===== config.mk =====
export PLATFORM = sky130hd
export DESIGN_NAME = bkm_iter_ctrl
export DESIGN_NICKNAME = d
export VERILOG_FILES = /design/src/rtl/bkm_iter_ctrl.sv
export SDC_FILE = /design/constraint.sdc
export NUM_CORES = 1
export LEC_CHECK = 0
export CORE_AREA = 2 2 65 67
export CTS_CLUSTER_DIAMETER = 40
export CTS_CLUSTER_SIZE = 14
export DETAILED_ROUTE_END_ITERATION = 6
export DIE_AREA = 0 0 67 69
export HOLD_SLACK_MARGIN = 0.03
export PLACE_DENSITY = 0.62
export SLEW_MARGIN = 25
export SYNTH_ARGS = -nofsm -noshare
export SYNTH_HDL_FRONTEND = slang
export SYNTH_SLANG_ARGS = --single-unit

===== constraint.sdc =====
create_clock -name clk -period 8.1 [get_ports clk]
set_input_delay 2.025 -clock clk [delete_from_list [all_inputs] [get_ports clk]]
set_output_delay 2.025 -clock clk [all_outputs]
set_load 0.005 [all_outputs]

===== src/rtl/bkm_iter_ctrl.sv =====
`default_nettype none
// ============================================================================
// Module   : bkm_iter_ctrl
// Purpose  : Sequencing controller for the BKM iteration datapath. After it
//            accepts a start request it issues a one-cycle operand-load
//            strobe. It then steps the iteration index n = 0 .. iters_q-1,
//            one value per enabled cycle, and finishes with a one-cycle done
//            pulse.
// Ports    : clk      - clock, rising edge
//            arst     - asynchronous reset, active-high
//            ena      - clock enable; when low, all state and outputs hold
//            start    - begin a sequence (sampled only in IDLE)
//            iters    - requested iteration count, clamped to N_ITER_MAX
//            abort    - (BKM_ITER_CTRL_ABORT_EN only) return to IDLE without
//                       issuing done
//            ready    - controller is idle and can accept start
//            load     - datapath captures operands
//            iter_en  - datapath registers update
//            n        - iteration index for the div_by_2_n shifters
//            last     - final iteration cycle
//            done     - sequence complete
// Params   : LOG2N must match LOG2N of the div_by_2_n instances.
//            N_ITER_MAX must satisfy 1 <= N_ITER_MAX <= 2**LOG2N-1.
// Macro    : BKM_ITER_CTRL_ABORT_EN adds the abort input.
// Revision : 1.0 - initial release
// ============================================================================
module bkm_iter_ctrl #(
  parameter int LOG2N      = 6,
  parameter int N_ITER_MAX = 21
) (
  input  logic             clk,
  input  logic             arst,
  input  logic             ena,
  input  logic             start,
  input  logic [LOG2N-1:0] iters,
`ifdef BKM_ITER_CTRL_ABORT_EN
  input  logic             abort,
`endif
  output logic             ready,
  output logic             load,
  output logic             iter_en,
  output logic [LOG2N-1:0] n,
  output logic             last,
  output logic             done
);

  typedef enum logic [1:0] {
    S_IDLE = 2'd0,
    S_LOAD = 2'd1,
    S_ITER = 2'd2,
    S_DONE = 2'd3
  } state_t;

  localparam logic [LOG2N-1:0] C_ITER_MAX = LOG2N'(N_ITER_MAX);
  localparam logic [LOG2N-1:0] C_ONE      = LOG2N'(1);

  state_t           state_q, state_d;
  logic [LOG2N-1:0] n_q, n_d;
  logic [LOG2N-1:0] iters_q, iters_d;
  logic             ready_q, load_q, iter_en_q, last_q, done_q;
  logic             ready_d, load_d, iter_en_d, last_d, done_d;
  logic             abort_req;

`ifdef BKM_ITER_CTRL_ABORT_EN
  assign abort_req = abort;
`else
  assign abort_req = 1'b0;
`endif

  always_comb begin
    state_d = state_q;
    n_d     = n_q;
    iters_d = iters_q;
    if (ena) begin
      if (abort_req && (state_q != S_IDLE)) begin
        // Abort takes priority over every other transition outside IDLE.
        state_d = S_IDLE;
        n_d     = '0;
      end else begin
        case (state_q)
          S_IDLE: begin
            if (start) begin
              state_d = S_LOAD;
              iters_d = (iters > C_ITER_MAX) ? C_ITER_MAX : iters;
            end
          end
          S_LOAD: begin
            n_d     = '0;
            state_d = (iters_q != '0) ? S_ITER : S_DONE;
          end
          S_ITER: begin
            if (n_q == iters_q - C_ONE) begin
              state_d = S_DONE;
              n_d     = '0;
            end else begin
              n_d = n_q + C_ONE;
            end
          end
          default: state_d = S_IDLE;   // S_DONE
        endcase
      end
    end

    // The outputs are decoded from the next state and registered. This keeps
    // them glitch-free and in step with state_q and n_q. When ena is low the
    // decode reproduces the current values, so the outputs hold.
    ready_d   = (state_d == S_IDLE);
    load_d    = (state_d == S_LOAD);
    iter_en_d = (state_d == S_ITER);
    done_d    = (state_d == S_DONE);
    last_d    = (state_d == S_ITER) && (n_d == iters_d - C_ONE);
  end

  always_ff @(posedge clk or posedge arst) begin
    if (arst) begin
      state_q   <= S_IDLE;
      n_q       <= '0;
      iters_q   <= '0;
      ready_q   <= 1'b1;
      load_q    <= 1'b0;
      iter_en_q <= 1'b0;
      last_q    <= 1'b0;
      done_q    <= 1'b0;
    end else begin
      state_q   <= state_d;
      n_q       <= n_d;
      iters_q   <= iters_d;
      ready_q   <= ready_d;
      load_q    <= load_d;
      iter_en_q <= iter_en_d;
      last_q    <= last_d;
      done_q    <= done_d;
    end
  end

  assign ready   = ready_q;
  assign load    = load_q;
  assign iter_en = iter_en_q;
  assign n       = n_q;
  assign last    = last_q;
  assign done    = done_q;

endmodule
`default_nettype wire


==> flow_metrics.env <==
export IMPL_status="completed"
export IMPL_clock_skew_ps=3.91
export IMPL_ys_top_cells_by_area="dfrtp_1 (34%), ha_1 (6.6%), xnor2_1 (5.3%)"
export IMPL_synth_edff_count=0
export IMPL_drcViolationCount=0
export IMPL_irDropWorstVdd_mv=0.190
export IMPL_grt_usage_pct=14.4
export IMPL_fin_crit_sh_pct=53.5
export IMPL_register_area_um2=477
export IMPL_synth_common_cells="dfrtp_1 (18), inv_1 (12), nor2_1 (11), nand2_1 (9)"
export IMPL_swShare_pct=43.0
export IMPL_setup_viol=0
export IMPL_max_clock_path_buffers=2
export IMPL_routed_wire_length_per_instance_um=14.1
export IMPL_hold_path_class="reg2reg"
export IMPL_holdBufCountCts=0
export IMPL_row_count=23
export IMPL_clk_pin_slew_ps=70
export IMPL_dp_hpwl_um=2390
export IMPL_multiInputGateArea_um2=791
export IMPL_ys_flop_type="dfrtp_1"
export IMPL_p_switching_mw=0.225
export IMPL_yosys_area_top_type="dfrtp_1"
export IMPL_r2r_slack_ps=5020
export IMPL_nets=181
export IMPL_grt_pass1_wl_um=5070
export IMPL_diodes=0
export IMPL_grt_max_degree=20
export IMPL_ctsRootBufferMaster="clkbuf_8"
export IMPL_combPwrFrac_pct=57.0
export IMPL_p_int_mw=0.298
export IMPL_clock_latency_ps=260
export IMPL_critical_path_class="in2reg"
export IMPL_grt_pass1_vias=1101
export IMPL_p_leak_nw=0.740
export IMPL_cts_tree="built"
export IMPL_synth_most_common_cell="dfrtp_1"
export IMPL_cts_buffers=3
export IMPL_finalCriticalPeriod_ps=4330
export IMPL_worstPathArrival_ps=4530
export IMPL_synth_seq_cells=19
export IMPL_design_die_area_um2=4620
export IMPL_ctsResizeCount=0
export IMPL_crit_path_max_fanout=11
export IMPL_core_area_um2=3910
export IMPL_syn_num_nets=159
export IMPL_place_congestion=0.857
export IMPL_cp_start_kind="input port"
export IMPL_synth_top_area_share_pct=34.0
export IMPL_drive_above_1_share_pct=11.0
export IMPL_grt_antenna_before_repair=0
export IMPL_max_slew_margin_rel_pct=49.4
export IMPL_cts_setup_buffers=0
export IMPL_slew_violations=0
export IMPL_clockPowerShare_pct=12.5
export IMPL_grt_ovfl_total=0
export IMPL_start_util_pct=33.8
export IMPL_cp_required_ps=8300
export IMPL_drtIter0Drc=16
export IMPL_grt_setup_unrepaired="no"
export IMPL_dr_pass1_iters=4
export IMPL_crit_path_end_kind="flop"
export IMPL_die_w_um=67
export IMPL_fin_tns_setup_ps=0
export IMPL_syn2layout_area_growth_pct=22.4
export IMPL_async_flop_share_pct=100
export IMPL_yosysSeqAreaShare_pct=36.0
export IMPL_die_h_um=69
export IMPL_htree_levels=1
export IMPL_io_pins=21
export IMPL_portBuffers=20
export IMPL_vias=1090
export IMPL_viasPerCell=5.12
export IMPL_synth_area_um2=1320
export IMPL_ant_nets=0
export IMPL_power_density_nw_per_um2=322
export IMPL_seq_power_share_pct=30.5
export IMPL_stdcell_count=213
export IMPL_fillCellCount=415
export IMPL_ys_types=45
export IMPL_fmax_mhz=231
export IMPL_worstMarginPinSlew_ps=751
export IMPL_cts_sinks=19
export IMPL_avgSynthCellArea_um2=9.32
export IMPL_dp_cells=209
export IMPL_hold_viol=0
export IMPL_max_cap_violations=0
export IMPL_netlist_instances=142
export IMPL_totalWireLength_um=3010
export IMPL_yosysWarningCount=0
## worst max-delay path, stage by stage
cell             delay, ps
clkdlybuf4s50_1        570
nand3_1                310
a2111oi_0              480
a21o_1                 200
and3_2                 200
a21o_1                  90
or3b_1                 340
a31oi_1                170
o211a_1                150
## placed cells by master (no fill, tap or decap), drive strengths merged, types with 2 or more instances in the layout
cell type,instances
xnor2,9
and2,7
ha,7
clkbuf,4
dfrtp,18
and3,6
nand2,9
o21ai,8
nand4,2
o211a,2
xor2,2
nand3,7
nor3,2
a21oi,2
o21bai,2
inv,12
a2111oi,4
a31oi,2
a21o,6
a211oi,2
o31ai,2
or2,2
clkdlybuf4s50,20
nor2,11
## metal layers
layer	track usage [%]	wire length, um	part of all wire (%)	up-vias
li1	-	-	-	551
met4	4.76	37	1.2	0
met3	2.45	80	2.7	5
met5	0	0	0	-
met1	18.7	1330	44	516
met2	23.7	1560	52	18
## area by class of cell
cell class	count	area share, %
Sequential cell	19	29.4
Timing Repair Buffer	20	12.4
Tap cell	50	3.86
Multi-Input combinational cell	108	48.8
Clock buffer	4	2.78
Inverter	12	2.78
## final timing paths
path,start,end,cells past startpoint
setup / recovery,ena,last,9
hold / removal,iters_q[5],iters_q[5],1
setup reg to reg,iters_q[2],last,8
hold reg to reg,iters_q[5],iters_q[5],1
max in group asynchronous,arst,done,2
min in group asynchronous,arst,n[0],2
## power by group through the flow
| stage | registers [mW] | logic (mW) | clock network, mW |
|---|---|---|---|
| floorplan | 0.153 | 0.218 | 0 |
| global placement | 0.158 | 0.290 | 0 |
| detailed placement | 0.160 | 0.298 | 0 |
| CTS | 0.159 | 0.300 | 0.0684 |
| global route | 0.164 | 0.332 | 0.0737 |
| finish | 0.159 | 0.298 | 0.0655 |
## cells by family after synthesis
family | count (synthesis) | share of synthesized area (%)
simple gates | 52 | 22.5
compound gates | 37 | 22.0
flops | 19 | 36.0
buf+inv | 15 | 4.25
xor+xnor | 11 | 7.85
fa+ha+maj | 7 | 6.62
mux | 1 | 0.756
## flip-flops by register name, summed over array words and instances (netlist names)
register and count:
n 6, iter_en 1, load 1, ready 1, state_q 2, done 1
iters_q 6, last 1
## per-stage QoR
stage	setup WS (ps)	power, mW	area, um^2	utilization, %	hold slack, ps
global route	3590	0.569	1620	41.4	639
detailed placement	3500	0.458	1580	40.2	582
floorplan	4330	0.372	1320	-	539
global placement	3560	0.448	1580	40.2	594
finish	3770	0.522	1620	41.4	602
CTS	3760	0.527	1620	41.4	601
Power figures use the tool's default switching activity.
